===== src/rtl/mem_access_stage_pkg.sv =====
// Shared MEM-stage definitions: op codes, FSM states
// and small op classification helpers.
package mem_access_stage_pkg;

  localparam logic [3:0] MEM_NOP = 4'd0;
  localparam logic [3:0] MEM_LW  = 4'd1;
  localparam logic [3:0] MEM_LH  = 4'd2;
  localparam logic [3:0] MEM_LHU = 4'd3;
  localparam logic [3:0] MEM_LB  = 4'd4;
  localparam logic [3:0] MEM_LBU = 4'd5;
  localparam logic [3:0] MEM_SW  = 4'd6;
  localparam logic [3:0] MEM_SH  = 4'd7;
  localparam logic [3:0] MEM_SB  = 4'd8;

  typedef enum logic [1:0] {
    S_IDLE = 2'd0,
    S_BUSY = 2'd1,
    S_DONE = 2'd2
  } mem_state_e;

  function automatic logic is_load(
    input logic [3:0] op
  );
    return (op >= MEM_LW) && (op <= MEM_LBU);
  endfunction

  function automatic logic is_store(
    input logic [3:0] op
  );
    return (op >= MEM_SW) && (op <= MEM_SB);
  endfunction

  // Byte ops are never misaligned.
  function automatic logic is_misaligned(
    input logic [3:0] op,
    input logic [1:0] a
  );
    logic word;
    logic half;
    word = (op == MEM_LW) || (op == MEM_SW);
    half = (op == MEM_LH) || (op == MEM_LHU)
        || (op == MEM_SH);
    return (word && (a != 2'b00)) || (half && a[0]);
  endfunction

endpackage


===== src/rtl/mem_lane_align.sv =====
// Byte-lane steering: store enables/replication and
// load slice extraction with sign/zero extension.
module mem_lane_align
  import mem_access_stage_pkg::*;
(
  input  logic [3:0]  st_op,
  input  logic [1:0]  st_off,
  input  logic [31:0] st_data,
  output logic [3:0]  st_be,
  output logic [31:0] st_wdata,
  input  logic [3:0]  ld_op,
  input  logic [1:0]  ld_off,
  input  logic [31:0] rdata,
  output logic [31:0] ld_data
);

  logic [31:0] b_sh;
  logic [31:0] h_sh;
  logic [7:0]  b;
  logic [15:0] h;

  // Store lanes; loads and SW use all four lanes.
  always_comb begin
    st_be    = 4'b1111;
    st_wdata = st_data;
    unique case (1'b1)
      (st_op == MEM_SH): begin
        st_be    = st_off[1] ? 4'b1100 : 4'b0011;
        st_wdata = {2{st_data[15:0]}};
      end
      (st_op == MEM_SB): begin
        st_be    = 4'b0001 << st_off;
        st_wdata = {4{st_data[7:0]}};
      end
      default: ;
    endcase
  end

  // Load slice select and extension.
  always_comb begin
    b_sh    = rdata >> {ld_off, 3'b000};
    h_sh    = rdata >> {ld_off[1], 4'b0000};
    b       = b_sh[7:0];
    h       = h_sh[15:0];
    ld_data = '0;
    unique case (1'b1)
      (ld_op == MEM_LW):  ld_data = rdata;
      (ld_op == MEM_LH):  ld_data = {{16{h[15]}}, h};
      (ld_op == MEM_LHU): ld_data = {16'h0, h};
      (ld_op == MEM_LB):  ld_data = {{24{b[7]}}, b};
      (ld_op == MEM_LBU): ld_data = {24'h0, b};
      default: ;
    endcase
  end

endmodule


===== src/rtl/mem_access_stage.sv =====
// MEM stage: runs loads/stores on a req/ready bus,
// stalls upstream, and fills the MEM/WB register.
module mem_access_stage
  import mem_access_stage_pkg::*;
#(
  parameter int ADDR_W = 32,
  parameter int DATA_W = 32
) (
  input  logic              clk,
  input  logic              rst,
  input  logic [31:0]       ex_pc,
  input  logic [DATA_W-1:0] ex_alu_result,
  input  logic [DATA_W-1:0] ex_rd2,
  input  logic [4:0]        ex_rf_rd,
  input  logic [1:0]        ex_memtoreg,
  input  logic              ex_regwrite,
  input  logic [3:0]        ex_memcontrol,
  output logic              stall,
  output logic              dmem_req,
  output logic              dmem_we,
  output logic [ADDR_W-1:0] dmem_addr,
  output logic [3:0]        dmem_be,
  output logic [DATA_W-1:0] dmem_wdata,
  input  logic [DATA_W-1:0] dmem_rdata,
  input  logic              dmem_ready,
  output logic [31:0]       wb_pc,
  output logic [DATA_W-1:0] wb_alu_result,
  output logic [DATA_W-1:0] wb_mem_data,
  output logic [4:0]        wb_rf_rd,
  output logic [1:0]        wb_memtoreg,
  output logic              wb_regwrite,
  output logic              misalign_exc
);

  mem_state_e state, state_n;

  logic [1:0]        off_q;
  logic [3:0]        op_q;
  logic [DATA_W-1:0] ld_q;
  logic [3:0]        be_c;
  logic [DATA_W-1:0] wdata_c;
  logic [DATA_W-1:0] ld_c;
  logic              op_mis;
  logic              op_go;
  logic              bus_ld;
  logic              ld_en;
  logic              wb_en;
  logic              done;

  assign op_mis = is_misaligned(ex_memcontrol,
                                ex_alu_result[1:0]);
  assign op_go  = (is_load(ex_memcontrol)
                | is_store(ex_memcontrol)) & ~op_mis;
  assign done   = (state == S_DONE);

  mem_lane_align u_align (
    .st_op    (ex_memcontrol),
    .st_off   (ex_alu_result[1:0]),
    .st_data  (ex_rd2),
    .st_be    (be_c),
    .st_wdata (wdata_c),
    .ld_op    (op_q),
    .ld_off   (off_q),
    .rdata    (dmem_rdata),
    .ld_data  (ld_c)
  );

  // State register.
  always_ff @(posedge clk or posedge rst) begin
    if (rst) state <= S_IDLE;
    else     state <= state_n;
  end

  // Next-state logic.
  always_comb begin
    state_n = state;
    unique case (state)
      S_IDLE:  if (op_go) state_n = S_BUSY;
      S_BUSY:  if (dmem_ready) state_n = S_DONE;
      S_DONE:  state_n = S_IDLE;
      default: state_n = S_IDLE;
    endcase
  end

  // Stall/exception and register enables; reset
  // forces stall low even with a held memory op.
  always_comb begin
    stall        = 1'b0;
    misalign_exc = 1'b0;
    bus_ld       = 1'b0;
    ld_en        = 1'b0;
    wb_en        = 1'b0;
    unique case (state)
      S_IDLE: begin
        stall        = op_go;
        misalign_exc = op_mis;
        bus_ld       = op_go;
        wb_en        = ~op_go;
      end
      S_BUSY: begin
        stall = 1'b1;
        ld_en = dmem_ready;
      end
      S_DONE:  wb_en = 1'b1;
      default: ;
    endcase
    if (rst) begin
      stall        = 1'b0;
      misalign_exc = 1'b0;
    end
  end

  // Bus request and the fields held through BUSY.
  always_ff @(posedge clk or posedge rst) begin
    if (rst) begin
      dmem_req   <= 1'b0;
      dmem_we    <= 1'b0;
      dmem_addr  <= '0;
      dmem_be    <= '0;
      dmem_wdata <= '0;
      off_q      <= '0;
      op_q       <= MEM_NOP;
    end else if (bus_ld) begin
      dmem_req   <= 1'b1;
      dmem_we    <= is_store(ex_memcontrol);
      dmem_addr  <= {ex_alu_result[ADDR_W-1:2], 2'b00};
      dmem_be    <= be_c;
      dmem_wdata <= wdata_c;
      off_q      <= ex_alu_result[1:0];
      op_q       <= ex_memcontrol;
    end else if (ld_en) begin
      dmem_req   <= 1'b0;
    end
  end

  // Formatted load data; stores yield zero.
  always_ff @(posedge clk or posedge rst) begin
    if (rst)        ld_q <= '0;
    else if (ld_en) ld_q <= ld_c;
  end

  // MEM/WB register; misaligned ops become bubbles.
  always_ff @(posedge clk or posedge rst) begin
    if (rst) begin
      wb_pc         <= '0;
      wb_alu_result <= '0;
      wb_mem_data   <= '0;
      wb_rf_rd      <= '0;
      wb_memtoreg   <= 2'b00;
      wb_regwrite   <= 1'b0;
    end else if (wb_en) begin
      wb_pc         <= ex_pc;
      wb_alu_result <= ex_alu_result;
      wb_mem_data   <= done ? ld_q : '0;
      wb_rf_rd      <= ex_rf_rd;
      wb_memtoreg   <= ex_memtoreg;
      wb_regwrite   <= ex_regwrite & ~op_mis;
    end
  end

endmodule


===== config.mk =====
export PLATFORM = sky130hd
export DESIGN_NAME = mem_access_stage
export DESIGN_NICKNAME = d
export VERILOG_FILES = /design/src/rtl/mem_access_stage_pkg.sv /design/src/rtl/mem_lane_align.sv /design/src/rtl/mem_access_stage.sv
export SDC_FILE = /design/constraint.sdc
export NUM_CORES = 1
export LEC_CHECK = 0
export CAP_MARGIN = 10
export CORE_MARGIN = 10
export CORE_UTILIZATION = 46
export DETAILED_ROUTE_END_ITERATION = 10
export MAX_ROUTING_LAYER = met4
export PLACE_DENSITY = 0.81
export SLEW_MARGIN = 20
export SYNTH_ARGS = -nofsm -noshare
export SYNTH_HDL_FRONTEND = slang
export SYNTH_HIERARCHICAL = 1
export SYNTH_SLANG_ARGS = --single-unit

===== constraint.sdc =====
create_clock -name clk -period 8.5 [get_ports clk]
set_input_delay 1.275 -clock clk [delete_from_list [all_inputs] [get_ports clk]]
set_output_delay 1.275 -clock clk [all_outputs]
set_load 0.01 [all_outputs]

[Word level (Yosys, flattened, before mapping)]
Index checks and enable logic that the tools add are counted.
W data, S select, Z words.
Word-level totals
  bits of input ports: 143
  flip-flop bits (word level): 212
  logic and storage cells: 71
  output and inout port bits: 176
Cells by class
  reductions and logical operators: 12
  equality and inequality tests: 15
  magnitude comparators: 4
  bitwise logic cells: 5
  multiplexer cells: 17
  shift operators: 3
Operator list (number)
  $pmux W32 S5: 1
  $pmux W32 S2: 1
  $mux W32: 1
  $shr A32 B5 Y16: 1
  $shr A32 B5 Y8: 1
  $eq A4 B2 Y1 const B: 4
  $eq A4 B3 Y1 const B: 4
  $eq A4 B1 Y1 const B: 2
  $pmux W4 S2: 1
  $mux W1: 7
  $eq A4 B4 Y1 const B: 1
  $ge A4 B1 Y1 const B: 1
  $ge A4 B3 Y1 const B: 1
  $le A4 B3 Y1 const B: 1
  $le A4 B4 Y1 const B: 1
  $logic_and A1 B1 Y1: 4
  $logic_or A1 B1 Y1: 4
  $mux W2: 2
  $mux W4: 1
  $ne A2 B2 Y1 const B: 2
  $pmux W1 S2: 2
  $pmux W2 S2: 1
  $reduce_bool A2 Y1: 2
  $shl A1 B2 Y4 const A: 1
  7 further kinds: 9

[Depth between registers and ports, before layout]
  depth in word-level cells: 9
  gate-level depth with buffers: 7
  mapped depth without buffers: 5

[Hierarchy]
Netlist, hierarchy kept.
Modules (own cells, without submodules)
  mem_access_stage: cells each 555, sequential area each 5305.1 um2, instances 1, area each 8162.8 um2
  mem_lane_align: cells each 170, sequential area each 0.0 um2, instances 1, area each 1181.1 um2

[Least setup slack after synthesis]
No wires, ideal clock.
  path kind: input port to output port
  from: input port rst
  to: output port misalign_exc
  path buffers: 0
  data required time: 7225 ps
  stages on the path: 2
  path slack: 874 ps
  data arrival time: 6351 ps
  cell sequence: inv_1 and3_1
Between the ends
  longest elaborated chain between the ends: 1
Ends and longest elaborated chain
  from (decl): RTL line mem_access_stage.sv:10  | input logic rst,
  $mux W1: RTL line mem_access_stage.sv:107  | if (rst) begin
  to (decl): RTL line mem_access_stage.sv:32  | output logic misalign_exc
No other way between the ends.

[Worst setup path after layout]
  from: input port ex_memcontrol[2]
  to: output port misalign_exc
Between the ends
  longest elaborated chain between the ends: 7
  elaborated cells on any way between the ends: 13
  classes of those cells: eq/ne: 5; mux: 2; reduce/logical: 6
Ends and longest elaborated chain
  from (decl): RTL line mem_access_stage.sv:17  | input logic [3:0] ex_memcontrol,
  $eq A4 B2 Y1: RTL line mem_access_stage_pkg.sv:41  | half = (op == MEM_LH) || (op == MEM_LHU)
  $logic_or A1 B1 Y1: RTL line mem_access_stage_pkg.sv:41
  $logic_or A1 B1 Y1: RTL line mem_access_stage_pkg.sv:42  | || (op == MEM_SH);
  $logic_and A1 B1 Y1: RTL line mem_access_stage_pkg.sv:43  | return (word && (a != 2'b00)) || (half && a[0]);
  $logic_or A1 B1 Y1 (*): RTL line mem_access_stage_pkg.sv:43
  $mux W1 (*): RTL line mem_access_stage.sv:93  | unique case (state)
  $mux W1 (*): RTL line mem_access_stage.sv:107
Every way passes the cells marked *; elsewhere a longest branch is shown, timed or not.

==> results.toml <==
[run_status]
status = "finished clean"

[die]
dieArea_um2 = 26410
core_um2 = 20100
rows = 52
io_pins = 319
die_y_um = 162.5
start_util = 0.4648
die_w_um = 162.5

[synthesis]
synthArstFlopShare = 1.000
synthCells = 725
synthesis.area_um2 = 9344
synth_top_area_frac = 0.5678
ys_seq_area_frac = 0.5678
yosys.cell_types.count = 53
synth-compound-area-share = 0.08436
ys.flop_type = "dfrtp_1"
synthSimpleGateAreaFrac = 0.08972
synth_area_leaders = "dfrtp_1 (57%), mux2_2 (16%), nand2_1 (4.9%), mux2_4 (4.2%), a22o_1 (3.0%)"
synth_edf_count = 0
synth_top_family_by_area = "multiplexers"
yosysWarnings = 6
synth_mux_area_frac = 0.2120
ys_seq_elements = 212
synthAdderAreaFrac = 0
postSynthAreaPerCell_um2 = 12.89
yosysTopAreaCell = "dfrtp_1"
synth-xor-area-share = 0

[route]
met2_length_mm = 13.86
wl_met3_mm = 2.746
vias_per_cell = 5.269
dr_total_vias = 6892
wl_mm = 28.00
top_layer = "met4"
drt_iter0_markers = 352
routedWlPerCell_um = 21.41
drc = 0
dr.pass1.iters = 5
m1WireLength_mm = 10.93
ant_nets = 0

[critical_path]
cp-start-kind = "input port"
slowest_delay_ns = 0.72
cp-end-kind = "output pin"
r2r_start = "state[1]"
setup.worst_path.end = "misalign_exc"
cp_cell_sequence = "clkdlybuf4s50_1, nand2b_1, a221oi_2, and3_1, clkdlybuf4s50_1"
cp-startpoint = "ex_memcontrol[2]"
cpMaxStageDelayCell = "clkdlybuf4s50_1"
r2r_slack_ns = 6.17
cp_max_fo = 10
arrival_ns = 3.48
required_ns = 7.22
critPathKind = "input port to output pin"
crit_top_cell = "clkdlybuf4s50_1"
timing.rr.end = "wb_alu_result[5]"
worstRegToRegCells = 4

[cts]
htreeDepth = 1
clock_latency_ns = 0.52
hold_buffers = 0
max-clock-path-buffers = 3
cts_root_buf = "clkbuf_16"
cts_resized = 0
cts_tree = "done"
numClockSinks = 212
numCtsBuffers = 23
cts.reportedPaths.clkPinSlew_ns = 0.06
post_cts_buffers = 0

[run]
cap_viol_max_count = 0

[pwr]
ir_drop_mv = 0.2381
p_leak_uw = 0.005799
powerDensity_nw_per_um2 = 328.8
fin_total_pwr_uw = 4382

[hold_path]
min_path_type = "register to register"

[sta]
tightest_slew_ns = 0.9355
rsz0062_at_grt = "false"
fmax_ghz = 0.2105
drv_slew = 0
hold_viol = 0
period_minus_slack_ns = 4.752
tns_ns = 0
maxSlewHeadroom = 0.3757
fin_crit_sh = 0.5590
setup_violations = 0
clock_skew_ns = 0.01684

[finish]
area_growth_pct = 42.66
fin_nets = 1166
layout-drive-gt1-share = 0.2239
fill_cells = 1494

[placed_design]
portBuffers = 316
dp.final_hpwl_mm = 19.97
globalplace.congestion = 0.8618

[global_route]
grt_antenna_before_repair = 2
grt_max_degree = 108
grt_pass1_vias = 7314
grt_pass1_wl_mm = 42.59
grt_use_total = 0.2097
grt_overflow = 0
worst max-delay path: cells and delay by family:
family,cells,cell delay [ns]
AOI/OAI and AO/OA,1,0.53
buffers and inverters,2,1.27
and+or+nand+nor,2,0.40
cells in the final DEF (no fill, tap or decap), types with 15 or more instances in the layout:
cell type | synthesis | routed
clkdlybuf4s50_1 | 0 | 316
dfrtp_1 | 212 | 212
mux2_2 | 135 | 135
nand2_1 | 122 | 122
a22o_1 | 32 | 32
mux2_4 | 26 | 26
clkbuf_16 | 0 | 23
o21ai_0 | 21 | 21
nand3_1 | 18 | 18
inv_1 | 16 | 15
registers in the layout, indices dropped and copies added (netlist names):
signal         flops
op_q               4
wb_rf_rd           5
wb_alu_result     32
wb_regwrite        1
dmem_req           1
state              2
wb_memtoreg        2
dmem_we            1
wb_pc             32
off_q              2
ld_q              32
dmem_be            4
dmem_wdata        32
dmem_addr         30
wb_mem_data       32
Yosys cell counts, types with 2 or more instances:
cell type,count
a211o_2,2
a21o_2,2
a21oi_1,4
a221o_1,7
a22o_1,32
a22oi_1,10
a22oi_2,2
buf_2,12
buf_4,11
buf_6,14
clkbuf_1,15
dfrtp_1,212
inv_1,16
mux2_2,135
mux2_4,26
mux2i_1,7
nand2_1,122
nand2b_1,3
nand3_1,18
nor2_1,10
nor2b_1,3
nor3b_1,2
nor4b_2,2
nor4b_4,2
o211ai_1,7
o21ai_0,21
or2_2,2
report_power, final:
part,internal (µW),switching (µW),leakage [µW]
combinational,1020,735,0.00284
clock,570,397,0.000365
sequential,1400,257,0.00259
final cells by class:
class | count | area, µm² | share of cell area
Antenna cell | 2 | 5.005 | 0.0003754
Inverter | 16 | 67.56 | 0.005069
Tap cell | 270 | 337.8 | 0.02534
Clock inverter | 8 | 82.58 | 0.006195
Sequential cell | 212 | 5305 | 0.3980
Multi-Input combinational cell | 444 | 3632 | 0.2725
Timing Repair Buffer | 326 | 3248 | 0.2437
Clock buffer | 30 | 651.9 | 0.04890
worst min-delay path by stage:
| stage | startpoint | end | slack, ns | cells after the start |
|---|---|---|---|---|
| 2_1_floorplan | ld_q[0] | ld_q[0] | 0.45 | 2 |
| 3_3_place_gp | ld_q[8] | ld_q[8] | 0.46 | 2 |
| 3_5_place_dp | ld_q[0] | ld_q[0] | 0.46 | 2 |
| 4_1_cts | ld_q[0] | ld_q[0] | 0.48 | 2 |
| 5_1_grt | ld_q[24] | ld_q[24] | 0.49 | 2 |
| 6_report | ld_q[0] | ld_q[0] | 0.47 | 2 |
stage by stage:
| stage | setup WS (ns) | hold WS [ns] | cells | utilization | area, µm² |
|---|---|---|---|---|---|
| after global routing | 3.617 | 0.4933 | 1308 | 0.6631 | 13330 |
| after detailed placement | 3.730 | 0.4625 | 1266 | 0.6247 | 12560 |
| after global placement | 3.794 | 0.4577 | 1266 | 0.6247 | 12560 |
| after floorplan | 0.8743 | 0.4461 | 726 | - | 9348 |
| after CTS | 3.737 | 0.4777 | 1304 | 0.6613 | 13290 |
| final | 3.748 | 0.4720 | 1308 | 0.6631 | 13330 |
routing by layer:
layer,track usage,up-vias
li1,-,3142
met1,0.2447,3420
met2,0.3393,297
met3,0.07811,33
met4,0.04715,0
met5,-,-
kinds of logic (layout without fill, tap and decap cells):
| kind of cell | after synthesis | count (layout) |
|---|---|---|
| simple gates | 176 | 176 |
| other cells | 1 | 4 |
| buf+inv | 70 | 380 |
| flops | 212 | 212 |
| compound gates | 98 | 98 |
| mux | 168 | 168 |
Power figures use the tool's default switching activity.
